**src/rtl/mc_ctrl_pkg.sv**
```systemverilog
// Shared definitions for the multicycle MIPS main control unit.
// Holds the FSM state encoding, the opcodes the controller decodes, the
// datapath mux-select encodings, the bundled control word driven by the
// output decoder, and small opcode-classification helpers.
package mc_ctrl_pkg;

  // Controller states. Codes 12..15 are unused and steer back to FETCH.
  typedef enum logic [3:0] {
    ST_FETCH    = 4'd0,
    ST_DECODE   = 4'd1,
    ST_MEM_ADDR = 4'd2,
    ST_MEM_RD   = 4'd3,
    ST_MEM_WB   = 4'd4,
    ST_MEM_WR   = 4'd5,
    ST_R_EXEC   = 4'd6,
    ST_R_WB     = 4'd7,
    ST_BRANCH   = 4'd8,
    ST_JUMP     = 4'd9,
    ST_I_EXEC   = 4'd10,
    ST_I_WB     = 4'd11
  } state_e;

  // IR[31:26] values understood by the controller.
  localparam logic [5:0] OP_RTYPE = 6'h00;
  localparam logic [5:0] OP_J     = 6'h02;
  localparam logic [5:0] OP_BEQ   = 6'h04;
  localparam logic [5:0] OP_ADDI  = 6'h08;
  localparam logic [5:0] OP_LW    = 6'h23;
  localparam logic [5:0] OP_SW    = 6'h2B;

  // ALU B-operand select.
  typedef enum logic [1:0] {
    SRCB_B       = 2'd0,
    SRCB_FOUR    = 2'd1,
    SRCB_IMM     = 2'd2,
    SRCB_IMM_SH2 = 2'd3
  } alusrcb_e;

  // ALU operation class handed to the ALU control decoder.
  typedef enum logic [1:0] {
    ALUOP_ADD   = 2'd0,
    ALUOP_SUB   = 2'd1,
    ALUOP_FUNCT = 2'd2
  } aluop_e;

  // Next-PC select.
  typedef enum logic [1:0] {
    PCSRC_ALU    = 2'd0,
    PCSRC_ALUOUT = 2'd1,
    PCSRC_JUMP   = 2'd2
  } pcsrc_e;

  // Every datapath control produced for one state.
  typedef struct packed {
    logic     irwrite;
    logic     pcwrite;
    logic     pcwritecond;
    logic     iord;
    logic     memread;
    logic     memwrite;
    logic     memtoreg;
    logic     regdst;
    logic     regwrite;
    logic     alusrca;
    alusrcb_e alusrcb;
    aluop_e   aluop;
    pcsrc_e   pcsource;
  } ctrl_t;

  // First state after DECODE for a given opcode; FETCH for unsupported ones.
  function automatic state_e dispatch_state(input logic [5:0] op);
    state_e s;
    case (op)
      OP_LW, OP_SW: s = ST_MEM_ADDR;
      OP_RTYPE:     s = ST_R_EXEC;
      OP_BEQ:       s = ST_BRANCH;
      OP_J:         s = ST_JUMP;
      OP_ADDI:      s = ST_I_EXEC;
      default:      s = ST_FETCH;
    endcase
    return s;
  endfunction

  function automatic logic opcode_supported(input logic [5:0] op);
    return (op == OP_LW)  || (op == OP_SW)  || (op == OP_RTYPE) ||
           (op == OP_BEQ) || (op == OP_J)   || (op == OP_ADDI);
  endfunction

endpackage

```
**src/rtl/mc_ctrl_outdec.sv**
```systemverilog
// State-to-control decode for the multicycle MIPS controller.
// Purely combinational. Every control is a function of the current state,
// except IRWrite/PCWrite in FETCH, which follow the memory handshake so the
// IR and PC only load on the cycle the instruction word is actually valid.
//
// Ports:
//   state_i     current controller state
//   mem_ready_i memory completes the current access this cycle
//   ctrl_o      bundled datapath controls
module mc_ctrl_outdec
  import mc_ctrl_pkg::*;
(
  input  state_e state_i,
  input  logic   mem_ready_i,
  output ctrl_t  ctrl_o
);

  always_comb begin
    ctrl_o          = '0;
    ctrl_o.alusrcb  = SRCB_B;
    ctrl_o.aluop    = ALUOP_ADD;
    ctrl_o.pcsource = PCSRC_ALU;

    case (state_i)
      ST_FETCH: begin
        // PC + 4 computed on the ALU while the instruction is read.
        ctrl_o.memread = 1'b1;
        ctrl_o.alusrcb = SRCB_FOUR;
        ctrl_o.irwrite = mem_ready_i;
        ctrl_o.pcwrite = mem_ready_i;
      end
      ST_DECODE: begin
        // Speculative branch target (PC + imm<<2) parked in ALUOut.
        ctrl_o.alusrcb = SRCB_IMM_SH2;
      end
      ST_MEM_ADDR: begin
        ctrl_o.alusrca = 1'b1;
        ctrl_o.alusrcb = SRCB_IMM;
      end
      ST_MEM_RD: begin
        ctrl_o.memread = 1'b1;
        ctrl_o.iord    = 1'b1;
      end
      ST_MEM_WB: begin
        ctrl_o.regwrite = 1'b1;
        ctrl_o.memtoreg = 1'b1;
      end
      ST_MEM_WR: begin
        ctrl_o.memwrite = 1'b1;
        ctrl_o.iord     = 1'b1;
      end
      ST_R_EXEC: begin
        ctrl_o.alusrca = 1'b1;
        ctrl_o.aluop   = ALUOP_FUNCT;
      end
      ST_R_WB: begin
        ctrl_o.regwrite = 1'b1;
        ctrl_o.regdst   = 1'b1;
      end
      ST_BRANCH: begin
        // Datapath qualifies pcwritecond with the ALU zero flag.
        ctrl_o.alusrca     = 1'b1;
        ctrl_o.aluop       = ALUOP_SUB;
        ctrl_o.pcwritecond = 1'b1;
        ctrl_o.pcsource    = PCSRC_ALUOUT;
      end
      ST_JUMP: begin
        ctrl_o.pcwrite  = 1'b1;
        ctrl_o.pcsource = PCSRC_JUMP;
      end
      ST_I_EXEC: begin
        ctrl_o.alusrca = 1'b1;
        ctrl_o.alusrcb = SRCB_IMM;
      end
      ST_I_WB: begin
        ctrl_o.regwrite = 1'b1;
      end
      default: ;
    endcase
  end

endmodule

```
**src/rtl/mc_ctrl_fsm.sv**
```systemverilog
// Multicycle MIPS main control unit.
// Sequences fetch/decode/execute/memory/writeback, stalls FETCH, MEM_RD and
// MEM_WR on the memory handshake, flags unsupported opcodes and counts
// retired instructions.
//
// Parameters:
//   CNT_W        width of the retired-instruction counter (wraps)
// Ports:
//   clk, reset   clock; asynchronous active-low reset
//   opcode       IR[31:26], sampled only in DECODE and MEM_ADDR
//   mem_ready    memory finishes the current read/write this cycle
//   zero         ALU zero flag (consumed by the datapath through PCWriteCond)
//   IRWrite .. PCSource   datapath enables and mux selects
//   state        current state encoding (debug)
//   illegal      one-cycle pulse when DECODE sees an unsupported opcode
//   instr_cnt    retired instruction count
module mc_ctrl_fsm
  import mc_ctrl_pkg::*;
#(
  parameter int unsigned CNT_W = 32
) (
  input  logic             clk,
  input  logic             reset,
  input  logic [5:0]       opcode,
  input  logic             mem_ready,
  input  logic             zero,
  output logic             IRWrite,
  output logic             PCWrite,
  output logic             PCWriteCond,
  output logic             IorD,
  output logic             MemRead,
  output logic             MemWrite,
  output logic             MemtoReg,
  output logic             RegDst,
  output logic             RegWrite,
  output logic             ALUSrcA,
  output logic [1:0]       ALUSrcB,
  output logic [1:0]       ALUOp,
  output logic [1:0]       PCSource,
  output logic [3:0]       state,
  output logic             illegal,
  output logic [CNT_W-1:0] instr_cnt
);

  state_e           state_q, state_d;
  logic [CNT_W-1:0] cnt_q, cnt_d;
  logic             retire;
  ctrl_t            ctrl;

  // Branch resolution is done in the datapath (PCWriteCond & zero); the flag
  // is kept on this port list only so the block stays pin-compatible.
  logic unused_zero;
  assign unused_zero = zero;

  always_ff @(posedge clk or negedge reset) begin
    if (!reset) begin
      state_q <= ST_FETCH;
      cnt_q   <= '0;
    end else begin
      state_q <= state_d;
      cnt_q   <= cnt_d;
    end
  end

  always_comb begin
    state_d = ST_FETCH;
    retire  = 1'b0;
    illegal = 1'b0;

    case (state_q)
      ST_FETCH:    state_d = mem_ready ? ST_DECODE : ST_FETCH;
      ST_DECODE: begin
        state_d = dispatch_state(opcode);
        illegal = !opcode_supported(opcode);
      end
      ST_MEM_ADDR: state_d = (opcode == OP_LW) ? ST_MEM_RD : ST_MEM_WR;
      ST_MEM_RD:   state_d = mem_ready ? ST_MEM_WB : ST_MEM_RD;
      ST_MEM_WB:   retire  = 1'b1;
      ST_MEM_WR: begin
        // A store retires only on the cycle memory accepts it.
        state_d = mem_ready ? ST_FETCH : ST_MEM_WR;
        retire  = mem_ready;
      end
      ST_R_EXEC:   state_d = ST_R_WB;
      ST_R_WB:     retire  = 1'b1;
      ST_BRANCH:   retire  = 1'b1;
      ST_JUMP:     retire  = 1'b1;
      ST_I_EXEC:   state_d = ST_I_WB;
      ST_I_WB:     retire  = 1'b1;
      default:     state_d = ST_FETCH;
    endcase

    cnt_d = retire ? cnt_q + CNT_W'(1) : cnt_q;
  end

  // Holding mem_ready off during reset keeps the IR/PC load enables low
  // while the rest of the machine is being cleared.
  mc_ctrl_outdec u_outdec (
    .state_i     (state_q),
    .mem_ready_i (mem_ready & reset),
    .ctrl_o      (ctrl)
  );

  assign IRWrite     = ctrl.irwrite;
  assign PCWrite     = ctrl.pcwrite;
  assign PCWriteCond = ctrl.pcwritecond;
  assign IorD        = ctrl.iord;
  assign MemRead     = ctrl.memread;
  assign MemWrite    = ctrl.memwrite;
  assign MemtoReg    = ctrl.memtoreg;
  assign RegDst      = ctrl.regdst;
  assign RegWrite    = ctrl.regwrite;
  assign ALUSrcA     = ctrl.alusrca;
  assign ALUSrcB     = ctrl.alusrcb;
  assign ALUOp       = ctrl.aluop;
  assign PCSource    = ctrl.pcsource;
  assign state       = state_q;
  assign instr_cnt   = cnt_q;

endmodule

```
**config.mk**
```make
export PLATFORM = sky130hd
export DESIGN_NAME = mc_ctrl_fsm
export DESIGN_NICKNAME = d
export VERILOG_FILES = /design/src/rtl/mc_ctrl_pkg.sv /design/src/rtl/mc_ctrl_outdec.sv /design/src/rtl/mc_ctrl_fsm.sv
export SDC_FILE = /design/constraint.sdc
export NUM_CORES = 1
export LEC_CHECK = 0
export CORE_MARGIN = 2
export CORE_UTILIZATION = 40
export DETAILED_ROUTE_END_ITERATION = 10
export MAX_ROUTING_LAYER = met4
export PLACE_DENSITY = 0.67
export REMOVE_ABC_BUFFERS = 1
export SYNTH_ARGS = -nofsm -noshare
export SYNTH_HDL_FRONTEND = slang
export SYNTH_SLANG_ARGS = --single-unit
```
**constraint.sdc**
```tcl
create_clock -name clk -period 2.35 [get_ports clk]
set_clock_uncertainty 0.05 [all_clocks]
set_input_delay 0.47 -clock clk [delete_from_list [all_inputs] [get_ports clk]]
set_output_delay 0.47 -clock clk [all_outputs]
set_load 0.01 [all_outputs]
```
==> impl_results.md, run 1 <==
- Antenna violations before repair: 0
- Post-synth top area share: 46.2%
- CP max stage cell: clkdlybuf4s50_1
- Drt wl/cell: 13.0 um
- # IOs: 63
- Critical Path RT: 1.83 ns
- Worst-path maximum fanout: 6
- Synth area leader: dfrtp_1
- Max-cap violation count: 0
- Finished Layout Cells: 353
- Total number of vias: 1765
- Synth warnings: 0
- 1st-iter DRT viols: 91
- Placed cells: 345
- IO buf count: 61
- Fillers: 410
- Tot Pwr: 1.56 mW
- Worst path max stage delay: 0.54 ns
- Sequential area share after synthesis: 46.2%
- Clock Latency Late Sink: 0.29 ns
- Max VDD drop: 0.000277 V
- Placed Area: 2760 sq um
- RD Place Congestion: 0.857
- Endpoint type of the worst setup path: output port
- Run status: completed
- Most frequent cells in the layout: 51 x clkdlybuf4s50_1, 33 x dfrtp_1, 24 x nor2_1
- Post-DP HPWL: 3430 um
- Share of cells above drive strength 1: 17.5%
- Nets@finish: 296
- Clock transition at path regs: 0.07 ns
- Number of setup buffers added after CTS: 0
- Drt first pass iters: 4
- Kind of critical path: reg2out
- Total Routing Usage GR: 18.4%
- Final Util: 61.6%
- Clock sink count: 36
- Most common cell after layout, fill and taps aside: clkdlybuf4s50_1
- Post-Syn Instances: 205
- Site Rows: 25
- Slew Limit Fails: 0
- Normalized max-slew margin: 70.2%
- Area of the core: 4720 sq um
- Flop and latch count out of synthesis: 36
- Top cells by area, synth: dfrtp_1 46%, xor2_1 8.1%, xnor2_1 7.2%
- Max Fclk: 435 MHz
- Total gr overflow: 0
- Post-Syn Area: 1950 sq um
- Die Wd: 73.8 um
- Setup-failing EPs final: 0
- Worst path cell trace: nand2b_1, nor2_1, o21a_1, clkdlybuf4s50_1
- Mean post-synth cell area: 9.51 sq um
- Die Area: 5450 sq um
- Post-Route WL: 4610 um
- Leak pwr: 1.32 nW
- Final Cell Area: 2910 sq um
- Worst Max-Slew Pin Slew: 0.448 ns
- Cts bufs inserted: 5
- Worst Setup Start Kind: flop
- Vias in the first global route: 1628
- P&R area growth vs syn: 49.3%
- Ant diodes: 0
- Hold Path Class: in2async
- Vias per inst: 5.00
- Final period demand of the worst path: 2.30 ns
- First-pass GRT wire length: 7500 um
- Root Driver: clkbuf_8
- Number of H-tree levels: 2
- Worst Path Arrival: 1.78 ns
- Setup TNS Final: 0 ns
- CTS tree: built
- Post-route ant nets: 0
- Maximum clock path buffer count: 2
- Initial core utilization: 41.3%
- # DRC: 0
- Maximum number of pins on one net before global-route repair: 37
- Fin crit share: 97.9%
- Synth cell types: 35
- Die Span Y: 73.8 um
- Fin. Hold Viols: 0
- RSZ-0062 raised after global routing: false
- Pwr/cell area: 538 nW/um^2
-- where the power goes --
group          internal [mW]  total [mW]  switching [mW]
Sequential             0.657       0.719          0.0619
Clock                  0.315       0.527           0.213
Combinational          0.175       0.319           0.144
Total                   1.15        1.56           0.419
-- cells in the mapped netlist --
library cell   n
ha_1           1
nand4_1       14
or2_2          2
and3_1         6
o311ai_0       1
nor2_1        25
nand2_1       18
o32ai_1        1
xor2_1        18
o21ai_0        4
clkbuf_1       6
buf_1          1
buf_2          1
o221ai_1       2
a2111oi_4      1
a21oi_1        2
nand3_2        1
nand3_1       10
a211oi_1       1
a221oi_1       1
nand2b_1       3
inv_1          6
mux2_2         1
nor2b_1        2
o41ai_1        1
and4bb_2       1
nor3_1        15
nor4_2         2
dfrtp_1       36
xnor2_1       16
buf_4          2
and4_1         1
a32oi_1        1
o21a_1         1
nand4_2        1
-- critical path, delay by kind of cell, from the launching register on --
kind / cells / cell delay, ns
buf+inv: 1 / 0.54
simple gates: 2 / 0.42
flops: 1 / 0.39
compound gates: 1 / 0.16
-- state kept, by name, summed over array words and instances (netlist names) --
name	flops
instr_cnt	32
state	4
-- metrics by stage --
stage	hold WS [ns]	setup slack, ns
floorplan	0.124	-0.0429
global placement	0.407	-0.160
detailed placement	0.415	-0.181
CTS	0.242	-0.00723
global route	0.266	0.00915
finish	0.234	0.0498
-- what timing repair did --
| action | in CTS | in global routing |
|---|---|---|
| endpoints found under the setup margin | 8 | 8 |
| gates cloned | 0 | 0 |
| gates resized for setup | 10 | 11 |
| pin swaps | 1 | 1 |
| hold buffers | 0 | 0 |
-- cells by family after synthesis --
| group | share of synthesized area [%] |
|---|---|
| multiplexers | 0.578 |
| adder cells (fa/ha/maj) | 0.642 |
| AO/OA/AOI/OAI | 6.87 |
| buffers and inverters | 3.53 |
| XOR/XNOR | 15.3 |
| flip-flops | 46.2 |
| AND/OR/NAND/NOR | 26.9 |
-- worst paths after layout --
check	slack, ns	end	from	cells after the start
max in group asynchronous	1.68	state[2]	reset	2
min	0.23	instr_cnt[24]	reset	2
max reg2reg	0.25	instr_cnt[18]	state[2]	8
min reg2reg	0.43	instr_cnt[31]	instr_cnt[31]	1
max	0.05	ALUSrcB[1]	state[1]	4
min in group clk	0.43	instr_cnt[31]	instr_cnt[31]	1
-- layer usage --
| metal | vias up | track usage [%] | share of wire (%) |
|---|---|---|---|
| met5 | - | - | 0 |
| li1 | 875 | - | - |
| met2 | 59 | 27.4 | 46 |
| met4 | 0 | 5.45 | 1.2 |
| met3 | 5 | 4.80 | 6.0 |
| met1 | 826 | 24.6 | 47 |
-- cell type report --
cell class | instances | area (sq um) | share of cell area [%]
sequential | 36 | 905 | 31.1
timing repair buffer | 83 | 778 | 26.7
multi-input combinational | 153 | 1010 | 34.8
inverter | 6 | 22.5 | 0.774
tap | 67 | 83.8 | 2.88
clock buffer | 6 | 72.6 | 2.49
clock inverter | 2 | 35.0 | 1.20
(Power assumes the default switching activity.)
==> run 2: changes to the inputs <==
CTS_CLUSTER_SIZE = 28   (was unset)
==> results of run 2 <==
No change in the layout: final DEF, timing and power equal those of run 1.
==> run 3: changes to the inputs <==
GPL_ROUTABILITY_DRIVEN = 0   (was unset)
==> results of run 3 <==
No change in the layout: final DEF, timing and power equal those of run 1.
